**config.mk**
```make
export PLATFORM = sky130hd
export DESIGN_NAME = hack_pc
export DESIGN_NICKNAME = d
export VERILOG_FILES = /design/src/rtl/hack_pkg.sv /design/src/rtl/hack_pc_stack.sv /design/src/rtl/hack_pc.sv
export SDC_FILE = /design/constraint.sdc
export NUM_CORES = 1
export LEC_CHECK = 0
export BUFFER_PORTS_ARGS = -buffer_cell sky130_fd_sc_hd__buf_2
export CELL_PAD_IN_SITES_DETAIL_PLACEMENT = 1
export CELL_PAD_IN_SITES_GLOBAL_PLACEMENT = 2
export CORE_AREA = 5 5 65 67
export DETAILED_ROUTE_END_ITERATION = 6
export DIE_AREA = 0 0 70 72
export PLACE_DENSITY_LB_ADDON = 0.08
export SETUP_SLACK_MARGIN = 0.1
export SYNTH_ARGS = -nofsm -noshare
export SYNTH_HDL_FRONTEND = slang
export SYNTH_SLANG_ARGS = --single-unit
```
**constraint.sdc**
```tcl
create_clock -name clk -period 3 [get_ports clk]
set_input_delay 0.15 -clock clk [delete_from_list [all_inputs] [get_ports clk]]
set_output_delay 0.15 -clock clk [all_outputs]
set_load 0.02 [all_outputs]
```
**src/rtl/hack_pkg.sv**
```systemverilog
// hack_pkg -- shared types for the Hack program counter slice.
//   HACK_WORD_W : native Hack word width
//   word_t      : one Hack word
//   pc_op_e     : command chosen each cycle by the program-counter priority encoder
package hack_pkg;

  localparam int HACK_WORD_W = 16;

  typedef logic [HACK_WORD_W-1:0] word_t;

  typedef enum logic [2:0] {
    OP_HOLD,
    OP_INC,
    OP_LOAD,
    OP_CALL,
    OP_RET,
    OP_RST
  } pc_op_e;

endpackage

```
**src/rtl/hack_pc_stack.sv**
```systemverilog
// hack_pc_stack -- WIDTH x DEPTH LIFO holding return addresses.
// Ports:
//   clk    in   rising-edge clock
//   clear  in   synchronous clear (empties the stack, contents discarded)
//   push   in   write din on top (ignored when full)
//   pop    in   discard top entry (ignored when empty; wins over push)
//   din    in   WIDTH  value to push
//   top    out  WIDTH  current top entry (don't-care when empty)
//   count  out  number of entries held
//   empty  out  count == 0
//   full   out  count == DEPTH
// DEPTH must be a power of two so the write pointer wraps naturally.
module hack_pc_stack #(
  parameter int WIDTH = 16,
  parameter int DEPTH = 8
) (
  input  logic                     clk,
  input  logic                     clear,
  input  logic                     push,
  input  logic                     pop,
  input  logic [WIDTH-1:0]         din,
  output logic [WIDTH-1:0]         top,
  output logic [$clog2(DEPTH):0]   count,
  output logic                     empty,
  output logic                     full
);

  localparam int AW = $clog2(DEPTH);
  localparam int CW = AW + 1;

  logic [WIDTH-1:0] mem [DEPTH];
  logic [WIDTH-1:0] top_reg;
  logic [CW-1:0]    count_reg;
  logic [CW-1:0]    count_next;
  logic [AW-1:0]    wr_ptr;
  logic [AW-1:0]    below_ptr;
  logic             do_push;
  logic             do_pop;

  assign empty = (count_reg == '0);
  assign full  = (count_reg == CW'(DEPTH));

  assign do_pop  = pop && !empty && !clear;
  assign do_push = push && !pop && !full && !clear;

  // Slot for the next push, and the slot just beneath the current top
  // (the entry that becomes the new top after a pop).
  assign wr_ptr    = count_reg[AW-1:0];
  assign below_ptr = count_reg[AW-1:0] - AW'(2);

  always_comb begin
    count_next = count_reg;
    if (clear) begin
      count_next = '0;
    end else if (do_pop) begin
      count_next = count_reg - CW'(1);
    end else if (do_push) begin
      count_next = count_reg + CW'(1);
    end
  end

  always_ff @(posedge clk) begin
    count_reg <= count_next;
  end

  // Storage has no reset so it maps onto RAM. The top entry is kept in a
  // register refreshed by a registered array read, so a pop makes the next
  // return address visible immediately after the edge.
  always_ff @(posedge clk) begin
    if (do_push) begin
      mem[wr_ptr] <= din;
      top_reg     <= din;
    end else if (do_pop) begin
      top_reg <= mem[below_ptr];
    end
  end

  assign top   = top_reg;
  assign count = count_reg;

endmodule

```
**src/rtl/hack_pc.sv**
```systemverilog
// hack_pc -- parametrised Hack program counter with optional return stack.
// Build option: define HACK_PC_STACK_EN to enable call/ret and the stack;
// without it call/ret are ignored, no storage exists, and the flags read
// empty=1 / full=0 / err=0. The port list is the same in both builds.
// Ports:
//   clk          in   rising-edge clock
//   rst          in   synchronous reset, active-high
//   inc          in   out <= out + 1
//   load         in   out <= in
//   call         in   push out+1, out <= in
//   ret          in   out <= popped return address
//   in           in   WIDTH load/call target
//   out          out  WIDTH current PC (ROM address)
//   stack_empty  out  stack holds no entries
//   stack_full   out  stack holds STACK_DEPTH entries
//   stack_err    out  sticky overflow/underflow flag, cleared only by rst
// Priority: rst > ret > call > load > inc > hold.
module hack_pc
  import hack_pkg::*;
#(
  parameter int               WIDTH       = HACK_WORD_W,
  parameter logic [WIDTH-1:0] RESET_VAL   = '0,
  parameter int               STACK_DEPTH = 8
) (
  input  logic             clk,
  input  logic             rst,
  input  logic             inc,
  input  logic             load,
  input  logic             call,
  input  logic             ret,
  input  logic [WIDTH-1:0] in,
  output logic [WIDTH-1:0] out,
  output logic             stack_empty,
  output logic             stack_full,
  output logic             stack_err
);

  pc_op_e           op;
  logic [WIDTH-1:0] pc_reg;
  logic [WIDTH-1:0] pc_next;
  logic             err_reg;
  logic             err_next;
  logic             push;
  logic             pop;
  logic             stk_empty;
  logic             stk_full;
  logic [WIDTH-1:0] stk_top;
  logic             call_en;
  logic             ret_en;

`ifdef HACK_PC_STACK_EN
  logic [$clog2(STACK_DEPTH):0] stk_count;

  assign call_en = call;
  assign ret_en  = ret;

  hack_pc_stack #(
    .WIDTH (WIDTH),
    .DEPTH (STACK_DEPTH)
  ) u_stack (
    .clk   (clk),
    .clear (rst),
    .push  (push),
    .pop   (pop),
    .din   (pc_reg + WIDTH'(1)),
    .top   (stk_top),
    .count (stk_count),
    .empty (stk_empty),
    .full  (stk_full)
  );

  assign stack_empty = stk_empty;
  assign stack_full  = stk_full;
  assign stack_err   = err_reg;

  // The occupancy count is only needed through the empty/full decodes.
  logic unused_count;
  assign unused_count = ^stk_count;
`else
  // Stack disabled: call/ret never reach the encoder and the flags are
  // tied to their idle values.
  assign call_en   = 1'b0;
  assign ret_en    = 1'b0;
  assign stk_empty = 1'b1;
  assign stk_full  = 1'b0;
  assign stk_top   = '0;

  assign stack_empty = 1'b1;
  assign stack_full  = 1'b0;
  assign stack_err   = 1'b0;

  logic unused_nostack;
  assign unused_nostack = ^{call, ret, push, pop, err_reg} | (STACK_DEPTH < 2);
`endif

  // Priority encoder.
  always_comb begin
    op = OP_HOLD;
    if (rst) begin
      op = OP_RST;
    end else if (ret_en) begin
      op = OP_RET;
    end else if (call_en) begin
      op = OP_CALL;
    end else if (load) begin
      op = OP_LOAD;
    end else if (inc) begin
      op = OP_INC;
    end
  end

  // A blocked call (full) or ret (empty) still owns the cycle: nothing of
  // lower priority runs, the PC holds and the error flag latches.
  always_comb begin
    pc_next  = pc_reg;
    err_next = err_reg;
    push     = 1'b0;
    pop      = 1'b0;
    case (op)
      OP_RST: begin
        pc_next  = RESET_VAL;
        err_next = 1'b0;
      end
      OP_RET: begin
        if (stk_empty) begin
          err_next = 1'b1;
        end else begin
          pc_next = stk_top;
          pop     = 1'b1;
        end
      end
      OP_CALL: begin
        if (stk_full) begin
          err_next = 1'b1;
        end else begin
          pc_next = in;
          push    = 1'b1;
        end
      end
      OP_LOAD: pc_next = in;
      OP_INC:  pc_next = pc_reg + WIDTH'(1);
      default: pc_next = pc_reg;
    endcase
  end

  always_ff @(posedge clk) begin
    pc_reg  <= pc_next;
    err_reg <= err_next;
  end

  assign out = pc_reg;

endmodule
```
# Yosys cells after proc, flatten, opt, wreduce, memory -nomap -nowiden
# Index checks and enable logic that the tools add are counted.
totals:
  regBits: 16
  in_bits: 22
  output_inout_bits: 19
  wordCells: 12
op_classes:
  add_sub_neg: 1
  n_eq_ne: 4
  mux: 4
  n_reduce_logical: 2
op_table:
  columns: ["op", "n"]
  rows:
  - ["$pmux W16 S3", 1]
  - ["$add A16 B1 Y16 const B", 1]
  - ["$eq A3 B2 Y1 const B", 2]
  - ["$mux W3", 2]
  - ["$eq A3 B1 Y1 const B", 1]
  - ["$eq A3 B3 Y1 const B", 1]
  - ["$reduce_bool A3 Y1", 1]
  - ["$reduce_or A2 Y1", 1]
  - ["$mux W1", 1]

# Logic depth before layout (Yosys ltp)
# Gate-level depths: netlist of the first run.
depth:
  word_depth: 6
  mapped_depth: 5

# Worst setup path before layout of the first run
# OpenSTA, ideal clock, no wires.
synth_path:
  path_kind: "register -> register"
  start: "register pc_reg[0], in the netlist out[0]"
  end: "register pc_reg[14], in the netlist out[14], data pin"
  t_arrival_ns: 1.460
  required_time_ns: 2.738
  setup_slack_ns: 1.279
  path_stages_with_launch: 6
  path_cell_list: "edfxtp_1 -> ha_1 -> nand4_2 -> nor4_2 -> xnor2_1 -> o21ai_2"
synth_between:
  elab_chain_len: 2
synth_lines:
  columns: ["element", "line_no", "text"]
  rows:
  - ["start, declared", "hack_pc.sv:39", "logic [WIDTH-1:0] pc_reg;"]
  - ["start signal, assigned", "hack_pc.sv:147", "pc_reg <= pc_next;"]
  - ["$add A16 B1 Y16", "hack_pc.sv:141", "OP_INC: pc_next = pc_reg + WIDTH'(1);"]
  - ["$pmux W16 S3", "hack_pc.sv:119", "case (op)"]
  - ["via pc_next[14]", "hack_pc.sv:40", "logic [WIDTH-1:0] pc_next;"]
# The timed path passes the listed nets, and every way through them passes these cells.
# A chain may end at the register's enable or synchronous reset.

# Worst setup path after layout of the first run
layout_path:
  start: "register pc_reg[0], in the netlist out[0]"
  end: "register pc_reg[10], in the netlist out[10], data pin"
# Same word-level chain as after synthesis.

==> impl_metrics.csv, run 1 <==
group,metric,value,unit
status,outcome,"completed",
synthesis,synth.distinct_cells,26,
placed_design,portBuffers,35,
power_and_ir_drop,p_leak,0.485,nW
final_layout,instances_no_fill,186,
die,die_x,70,um
final_layout,antenna-diode-count,0,
detailed_routing,drc,0,
final_layout,reg_top3,"out (16)",
die,fp.dieH,72,um
global_route,grt_pass1_vias,885,
clocking,cts_buffers,3,
synthesis,netlist_instances,104,
final_layout,largest-register,"out",
power_and_ir_drop,p_per_area,411,mW/mm2
global_route,grt_pass1_wl,4400,um
synthesis,synth.most_common_cell,"nand2_1",
final_layout,drive_above_1_share,31.2,%
sta,setup_tns,0,ns
sta,tightestPinTransition,0.725,ns
run,max_cap_viol_count,0,
detailed_routing,wl_per_cell,13.9,um
final_layout,nNetsFinal,163,
sta,hold_viol,0,
clocking,cts.sinks,16,
hold_path,hold_path_class,"in -> reg",
hold_path,min_to,"out[8]$_DFFE_PP_",
clocking,htreeDepth,1,
synthesis,async_flop_share,0,%
global_route,antenna_found_initial,0,
sta,skew,0.000706,ns
die,initial_core_util,27.7,%
die,top_level_ports,41,
detailed_routing,wl,2590,um
critical_path,max_stage_delay,0.46,ns
clocking,cts_hold_buf,0,
clocking,clock_latency,0.28,ns
synthesis,synth_ff_type,"edfxtp_1",
placed_design,placedCellCount,183,
detailed_routing,ant_nets,0,
sta,maxSlewViolCount,0,
critical_path,crit_slowest_cell,"edfxtp_1",
sta,fmax,570,MHz
global_route,grt-ovfl-total,0,
synthesis,seq_area_frac_synth,48.5,%
synthesis,yosys_warnings,0,
global_route,grt_max_degree,17,
placed_design,hpwl,1980,um
clocking,clock-root-buffer,"clkbuf_4",
critical_path,ff2ff_path_depth,5,
synthesis,avgSynthCellArea,9.53,um2
hold_path,min_from,"in[8]",
sta,setup_viol,0,
placed_design,gp_congestion,0.702,
critical_path,reg2reg_to,"out[10]$_DFFE_PP_",
critical_path,r2r_slack,1.25,ns
synthesis,netlist.area_leader.share,48.5,%
global_route,grt_usage,11.0,%
critical_path,worstPathRequired,3.02,ns
detailed_routing,via_per_inst,4.61,
synthesis,synthTopCellsByArea,"edfxtp_1 48%, xnor2_1 9.7%, nand2_1 7.2%",
synthesis,ys_ff_latch,16,
critical_path,reg2reg_from,"out[0]$_DFFE_PP_",
critical_path,cp.arrival,1.78,ns
clocking,cts_buffer_depth,2,
sta,finalCritPeriodShare,58.4,%
critical_path,cp-start-kind,"flip-flop",
critical_path,path_class,"reg -> reg",
synthesis,yosysTopAreaCell,"edfxtp_1",
critical_path,crit_chain,"ha_1 > nand4_2 > nor3_1 > xnor2_1 > o21ai_0",
die,dieArea,0.00504,mm2
sta,slew_headroom,51.7,%
final_layout,largest_reg_flops,16,
critical_path,endpoint_kind,"flip-flop",
sta,rsz0062_at_grt,"false",
hold_path,whs_path_depth,3,
synthesis,synth-edff-count,16,
final_layout,area_delta_synth_final,23.6,%
die,placementRows,22,
synthesis,yosys-top-cells-count,"19 x nand2_1, 16 x edfxtp_1, 12 x o21ai_0",
die,core_area,0.00358,mm2
clocking,cts_tree,"built",
sta,period_minus_slack,1.75,ns
critical_path,crit_fanout,6,
detailed_routing,dr.pass1.iters,4,
power_and_ir_drop,peakVddDrop,0.107,mV
clocking,cts_setup_buffers,0,
detailed_routing,vias,858,
clocking,path_clk_slew,0.10,ns
synthesis,syn_area,991,um2
clocking,cts_resized,0,
power_and_ir_drop,p_total,503,uW
detailed_routing,dr.first_iter.drc_count,46,
## worst max-delay path: cells and delay by family (launching register included)
family	cells	cell delay, ns
xor+xnor	1	0.17
compound gates	1	0.10
fa+ha+maj	1	0.26
simple gates	2	0.50
flops	1	0.46
## through the flow
stage	hold slack (ns)	area [um2]	setup WS (ns)	util, %
after global placement	0.422	1200	1.25	33.6
after detailed placement	0.431	1200	1.25	33.6
after floorplan	0.337	995	1.28	-
after global routing	0.141	1220	1.08	34.2
final	0.134	1220	1.25	34.2
after CTS	0.124	1220	1.23	34.2
## worst max path at each step
stage	from	endpoint	slack (ns)	cells after the start
final	out[0]$_DFFE_PP_	out[10]$_DFFE_PP_	1.25	5
after global routing	out[0]$_DFFE_PP_	out[10]$_DFFE_PP_	1.08	5
after floorplan	out[0]$_DFFE_PP_	out[14]$_DFFE_PP_	1.28	5
after global placement	out[0]$_DFFE_PP_	out[14]$_DFFE_PP_	1.25	5
after CTS	out[0]$_DFFE_PP_	out[14]$_DFFE_PP_	1.23	5
after detailed placement	out[0]$_DFFE_PP_	out[14]$_DFFE_PP_	1.25	5
## layout by cell type (no fill, tap or decap)
cell / synthesis / routed
clkbuf_4: 0 / 3
nand4_2: 1 / 1
a211o_1: 1 / 1
nor2b_1: 1 / 1
nor3b_1: 1 / 1
nor2_1: 6 / 6
inv_1: 4 / 4
or3_1: 1 / 1
conb_1: 2 / 3
a21oi_1: 1 / 1
nor4_2: 2 / 2
xor2_1: 2 / 2
xnor2_1: 11 / 11
nand4_1: 3 / 3
and4b_1: 1 / 1
o21ai_1: 1 / 1
nand2_1: 19 / 19
nor3_1: 5 / 5
a22o_1: 1 / 1
ha_1: 1 / 1
o21ai_2: 1 / 1
edfxtp_1: 16 / 16
o21ai_0: 12 / 12
nand3_1: 5 / 5
buf_4: 3 / 1
buf_2: 1 / 35
## power by group
part	switching (mW)	leakage [nW]	total (mW)	internal, mW
clock network	0.0700	0.0138	0.117	0.0466
logic	0.0576	0.289	0.0955	0.0379
registers	0.0242	0.182	0.291	0.267
total	0.152	0.485	0.503	0.351
## cell families after synthesis
| kind of cell | after synthesis | share of synthesized area, % |
|---|---|---|
| AO/OA/AOI/OAI | 17 | 9.72 |
| other | 2 | 0.758 |
| AND/OR/NAND/NOR | 45 | 23.2 |
| XOR/XNOR | 13 | 11.5 |
| adder cells (fa/ha/maj) | 1 | 1.26 |
| flip-flops | 16 | 48.5 |
| buffers and inverters | 10 | 5.05 |
## routing by layer
metal | GRT usage, % | up-vias | wire, um
met5 | 0 | - | 0
met4 | 4.47 | 0 | 21
met3 | 2.22 | 2 | 167
met2 | 17.8 | 27 | 1210
met1 | 14.5 | 401 | 1190
li1 | - | 428 | -
## final cells by class
class                   count  area, um2
clock buffers               3       22.5
fillers                   434       2350
multi-input cells          79        464
inverters                   4       15.0
well taps                  48       60.1
repair buffers             36        183
flip-flops and latches     16        480
Power figures use the tool's default switching activity.
==> run 2, diff against run 1 <==
--- a/config.mk
+++ b/config.mk
@@ -8,9 +8,9 @@
 export BUFFER_PORTS_ARGS = -buffer_cell sky130_fd_sc_hd__buf_2
 export CELL_PAD_IN_SITES_DETAIL_PLACEMENT = 1
 export CELL_PAD_IN_SITES_GLOBAL_PLACEMENT = 2
-export CORE_AREA = 5 5 65 67
+export CORE_AREA = 5 5 67 69
 export DETAILED_ROUTE_END_ITERATION = 6
-export DIE_AREA = 0 0 70 72
+export DIE_AREA = 0 0 72 74
 export PLACE_DENSITY_LB_ADDON = 0.08
 export SETUP_SLACK_MARGIN = 0.1
 export SYNTH_ARGS = -nofsm -noshare
==> constraint.sdc (replaced) <==
create_clock -name clk -period 1.8 [get_ports clk]
set_input_delay 0.09 -clock clk [delete_from_list [all_inputs] [get_ports clk]]
set_output_delay 0.09 -clock clk [all_outputs]
set_load 0.02 [all_outputs]
==> run 2 against run 1 <==
Net effect:
- sequential power up 64%
- core utilization increased by 0.42 points
- die area increased by 5.7%
- via count rose by 1.9%
- worst setup slack worse by 1.1 ns
- global-route usage rose by 0.44 points
- combinational power up 100%
- clock-buffer cell count is the same
- total power rose by 91%
- register-to-register slack got worse by 1.1 ns
==> impl_metrics.csv, run 2 (synthesis gave the netlist of run 1 again) <==
group,metric,value,unit
status,outcome,"completed",
hold_path,whs_path_depth,3,
detailed_routing,vias,874,
clocking,path_clk_slew,0.07,ns
detailed_routing,wl,2890,um
sta,slew_headroom,51.9,%
detailed_routing,wl_per_cell,14.7,um
clocking,clock_latency,0.25,ns
die,die_x,72,um
detailed_routing,via_per_inst,4.44,
run,max_cap_viol_count,0,
critical_path,cp.arrival,1.60,ns
sta,hold_viol,0,
sta,fmax,621,MHz
detailed_routing,dr.first_iter.drc_count,17,
sta,setup_tns,0,ns
global_route,antenna_found_initial,0,
critical_path,path_class,"reg -> reg",
hold_path,min_from,"in[14]",
critical_path,ff2ff_path_depth,5,
critical_path,endpoint_kind,"flip-flop",
placed_design,dp_slack,0.0971,ns
clocking,cts.sinks,16,
hold_path,hold_path_class,"in -> reg",
detailed_routing,dr.pass1.iters,4,
sta,rsz0062_at_grt,"false",
global_route,grt_pass1_wl,4660,um
final_layout,reg_top3,"out (16)",
die,initial_core_util,25.7,%
final_layout,drive_above_1_share,37.4,%
clocking,cts_buffers,3,
sta,maxSlewViolCount,0,
sta,layout_setup_ws,0.190,ns
critical_path,crit_fanout,5,
final_layout,largest_reg_flops,16,
sta,setup_viol,0,
clocking,clock-root-buffer,"clkbuf_8",
power_and_ir_drop,peakVddDrop,0.316,mV
die,core_area,0.00386,mm2
critical_path,cp-start-kind,"flip-flop",
sta,finalCritPeriodShare,89.4,%
die,fp.dieH,74,um
final_layout,fillers,486,
clocking,cts_buffer_depth,2,
sta,period_minus_slack,1.61,ns
critical_path,r2r_slack,0.19,ns
sta,skew,0.00179,ns
final_layout,area_delta_synth_final,34.8,%
detailed_routing,ant_nets,0,
die,placementRows,23,
final_layout,antenna-diode-count,0,
final_layout,most-common-layout-cells,"35 x buf_2, 19 x nand2_1, 16 x edfxtp_1, 12 x o21ai_0, 11 x xnor2_1",
clocking,cts_hold_buf,0,
sta,holdWs,0.109,ns
global_route,grt_usage,11.5,%
critical_path,worstPathRequired,1.79,ns
detailed_routing,drc,0,
placed_design,hpwl,2160,um
placed_design,gp_congestion,0.724,
clocking,cts_tree,"built",
critical_path,reg2reg_from,"out[0]$_DFFE_PP_",
final_layout,nNetsFinal,171,
die,top_level_ports,41,
final_layout,largest-register,"out",
placed_design,portBuffers,35,
power_and_ir_drop,p_leak,0.531,nW
power_and_ir_drop,p_per_area,718,mW/mm2
clocking,htreeDepth,1,
critical_path,reg2reg_to,"out[10]$_DFFE_PP_",
die,dieArea,0.00533,mm2
sta,tightestPinTransition,0.721,ns
global_route,grt_max_degree,17,
final_layout,final_common_cell,"buf_2",
hold_path,min_to,"out[14]$_DFFE_PP_",
global_route,grt-ovfl-total,0,
global_route,grt_pass1_vias,980,
## run 2: layout make-up
| class | instances | area (um2) | area share, % |
|---|---|---|---|
| sequential | 16 | 480 | 36.0 |
| inverter | 4 | 15.0 | 1.12 |
| clock inverter | 1 | 3.75 | 0.281 |
| tap | 50 | 62.6 | 4.68 |
| multi-input combinational | 79 | 490 | 36.7 |
| timing repair buffer | 44 | 243 | 18.2 |
| clock buffer | 3 | 41.3 | 3.09 |
## run 2: worst max-delay path by stage
stage / from / to / cells past startpoint
6_report: out[0]$_DFFE_PP_ / out[10]$_DFFE_PP_ / 5
5_1_grt: out[0]$_DFFE_PP_ / out[12]$_DFFE_PP_ / 5
4_1_cts: out[0]$_DFFE_PP_ / out[12]$_DFFE_PP_ / 5
3_5_place_dp: out[0]$_DFFE_PP_ / out[12]$_DFFE_PP_ / 5
3_3_place_gp: out[0]$_DFFE_PP_ / out[10]$_DFFE_PP_ / 5
2_1_floorplan: out[0]$_DFFE_PP_ / out[12]$_DFFE_PP_ / 5
## run 2: per-layer routing
layer  wire length, um  part of all wire [%]  global-route usage (%)
met3               154                   5.3                    2.57
met5                 0                     0                       0
met2              1350                    47                    19.5
met1              1350                    47                    14.0
met4                41                   1.4                    5.01
## run 2: power by group
group / switching (mW) / leakage [nW] / internal, mW / total [mW]
clock: 0.139 / 0.0231 / 0.152 / 0.290
sequential: 0.0321 / 0.182 / 0.445 / 0.477
combinational: 0.113 / 0.325 / 0.0799 / 0.193
## run 2: timing repair
action / CTS / global route
gates cloned: 0 / 0
setup endpoints to repair: 2 / 4
buffers inserted: 2 / 1
gates resized for setup: 0 / 4
pin swaps: 0 / 1
hold endpoints to repair: 0 / 0
## run 2: per-stage QoR
| stage | instance area [um2] | total power [mW] | instances | util (%) |
|---|---|---|---|---|
| 4_1_cts | 1310 | 0.970 | 196 | 33.8 |
| 3_3_place_gp | 1240 | 0.667 | 190 | 32.3 |
| 3_5_place_dp | 1240 | 0.671 | 190 | 32.3 |
| 6_report | 1340 | 0.960 | 197 | 34.7 |
| 5_1_grt | 1340 | 1.01 | 197 | 34.7 |
| 2_1_floorplan | 997 | 0.587 | 105 | - |
## run 2: worst max-delay path, stage by stage (launching register included)
cell	delay [ns]
edfxtp_1	0.44
ha_2	0.28
nand4_4	0.16
nor3_2	0.23
xnor2_1	0.14
o21ai_0	0.08
==> run 3, diff against run 2 <==
==> constraint.sdc (replaced) <==
create_clock -name clk -period 1.57 [get_ports clk]
set_input_delay 0.0785 -clock clk [delete_from_list [all_inputs] [get_ports clk]]
set_output_delay 0.0785 -clock clk [all_outputs]
set_load 0.02 [all_outputs]
==> run 3 against run 2 <==
Net effect:
- non-clock buffer count up 14
- wire length grew 9.5%
- combinational power increased by 37%
- via count grew 12%
- sequential share of layout area down 4.1 points
- clock-buffer cell count did not move
- final cell count grew 7.1%
- critical path depth unchanged
- global-route usage is 0.87 points higher
==> impl_metrics.csv, run 3 (synthesis gave the netlist of run 1 again) <==
group,metric,value,unit
clocking,cts_buffers,3,
die,die_x,72,um
sta,period_minus_slack,1.53,ns
final_layout,largest-register,"out",
critical_path,max_stage_delay,0.42,ns
placed_design,hpwl,2360,um
placed_design,gp_congestion,0.759,
detailed_routing,wl,3170,um
placed_design,placedCellCount,198,
final_layout,seq_area,480,um2
critical_path,r2r_slack,0.04,ns
final_layout,instances_no_fill,211,
final_layout,multi_input_comb_area,548,um2
clocking,path_clk_slew,0.07,ns
final_layout,antenna-diode-count,0,
clocking,clock_latency,0.26,ns
die,initial_core_util,25.7,%
global_route,grt_max_degree,15,
critical_path,crit_fanout,5,
power_and_ir_drop,power_frac_clock,29.4,%
sta,fmax,653,MHz
detailed_routing,dr.first_iter.drc_count,48,
die,placementRows,23,
final_layout,fillers,474,
detailed_routing,drc,0,
run,max_cap_viol_count,0,
critical_path,endpoint_kind,"flip-flop",
detailed_routing,wl_per_cell,15.0,um
status,outcome,"completed",
power_and_ir_drop,p_sw,340,uW
sta,finalCritPeriodShare,97.5,%
clocking,cts_tree,"built",
detailed_routing,ant_nets,0,
power_and_ir_drop,p_comb_share,23.1,%
power_and_ir_drop,p_total,1.14,mW
die,core_area,0.00386,mm2
final_layout,area_delta_synth_final,52.4,%
final_layout,drive_above_1_share,46.6,%
critical_path,ff2ff_path_depth,5,
detailed_routing,wl_met2,1510,um
placed_design,portBuffers,35,
detailed_routing,routedLengthMet1,1390,um
critical_path,path_class,"reg -> reg",
critical_path,cp-start-kind,"flip-flop",
global_route,grt_pass1_vias,1002,
power_and_ir_drop,intPower,799,uW
final_layout,final_common_cell,"buf_2",
hold_path,hold_path_class,"in -> reg",
final_layout,largest_reg_flops,16,
global_route,grt-ovfl-total,0,
sta,maxSlewViolCount,0,
final_layout,most-common-layout-cells,"35 x buf_2, 20 x buf_4, 19 x nand2_1, 16 x edfxtp_1, 11 x xnor2_1",
critical_path,crit_slowest_cell,"edfxtp_1",
power_and_ir_drop,p_leak,0.645,nW
final_layout,fin_util,39.2,%
critical_path,reg2reg_from,"out[0]$_DFFE_PP_",
final_layout,nNetsFinal,185,
power_and_ir_drop,seq_power_share,47.4,%
die,top_level_ports,41,
clocking,htreeDepth,1,
sta,hold_viol,0,
critical_path,crit_chain,"nand4_1 > buf_6 > nor3_4 > a21oi_2 > a211o_1",
sta,rsz0062_at_grt,"true",
power_and_ir_drop,peakVddDrop,0.280,mV
die,dieArea,0.00533,mm2
critical_path,worstPathRequired,1.57,ns
final_layout,reg_top3,"out (16)",
sta,slew_headroom,45.9,%
sta,tightestPinTransition,0.810,ns
detailed_routing,vias,976,
die,fp.dieH,74,um
global_route,grt_usage,12.4,%
detailed_routing,wl_met3,196,um
power_and_ir_drop,p_per_area,754,mW/mm2
clocking,cts_buffer_depth,2,
hold_path,whs_path_depth,3,
detailed_routing,topRoutingLayerUsed,"met4",
power_and_ir_drop,switching_share,29.8,%
critical_path,cp.arrival,1.54,ns
global_route,antenna_found_initial,0,
critical_path,reg2reg_to,"out[15]$_DFFE_PP_",
clocking,cts.sinks,16,
clocking,cts_hold_buf,0,
global_route,grt_pass1_wl,5030,um
sta,setup_viol,0,
detailed_routing,via_per_inst,4.63,
hold_path,min_from,"in[7]",
hold_path,min_to,"out[7]$_DFFE_PP_",
sta,skew,0.00863,ns
clocking,clock-root-buffer,"clkbuf_8",
detailed_routing,dr.pass1.iters,4,
## run 3: layout make-up
class / instances / area share (%)
repair buffers: 58 / 23.8
well taps: 50 / 4.14
inverters: 4 / 0.994
multi-input cells: 79 / 36.3
clock buffers: 3 / 2.73
flip-flops and latches: 16 / 31.8
clock inverters: 1 / 0.249
## run 3: worst max-delay path by stage
stage	from	endpoint	slack, ns	cells past startpoint
final	out[0]$_DFFE_PP_	out[15]$_DFFE_PP_	0.04	5
after detailed placement	out[6]$_DFFE_PP_	out[15]$_DFFE_PP_	-0.06	4
after global placement	out[6]$_DFFE_PP_	out[15]$_DFFE_PP_	-0.006	4
after CTS	out[1]$_DFFE_PP_	out[15]$_DFFE_PP_	0.07	5
after floorplan	out[1]$_DFFE_PP_	out[15]$_DFFE_PP_	0.005	4
after global routing	out[6]$_DFFE_PP_	out[15]$_DFFE_PP_	0.001	5
## run 3: timing repair
| item | 4_1_cts | 5_1_grt |
|---|---|---|
| gates resized for setup | 1 | 9 |
| endpoints found under the setup margin | 5 | 8 |
| pin swaps | 4 | 5 |
| setup buffers | 5 | 4 |
## run 3: worst max-delay path: cells and delay by family (launching register included)
family | cells | cell delay, ns
AO/OA/AOI/OAI | 2 | 0.34
AND/OR/NAND/NOR | 2 | 0.34
flip-flops | 1 | 0.42
buffers and inverters | 1 | 0.17
## run 3: metal layers
layer | GRT usage (%) | vias up
met4 | 5.85 | 0
met1 | 16.3 | 462
met2 | 19.8 | 33
met3 | 2.16 | 7
li1 | - | 474
met5 | 0 | -
## run 3: metrics by stage
| stage | area (um2) | hold slack, ns | TNS, ns | setup slack [ns] |
|---|---|---|---|---|
| 3_5_place_dp | 1340 | 0.366 | -0.0830 | -0.0603 |
| 3_3_place_gp | 1340 | 0.353 | -0.00568 | -0.00568 |
| 4_1_cts | 1440 | 0.0905 | 0 | 0.0660 |
| 5_1_grt | 1510 | 0.105 | 0 | 0.00125 |
| 2_1_floorplan | 1040 | 0.266 | 0 | 0.00541 |
| 6_report | 1510 | 0.0935 | 0 | 0.0393 |
## run 3: power groups by stage
stage	registers (mW)	logic (mW)	clock network, mW
after detailed placement	0.552	0.246	0
final	0.540	0.264	0.335
after global routing	0.546	0.287	0.362
after global placement	0.550	0.242	0
after CTS	0.542	0.253	0.352
after floorplan	0.603	0.0785	0
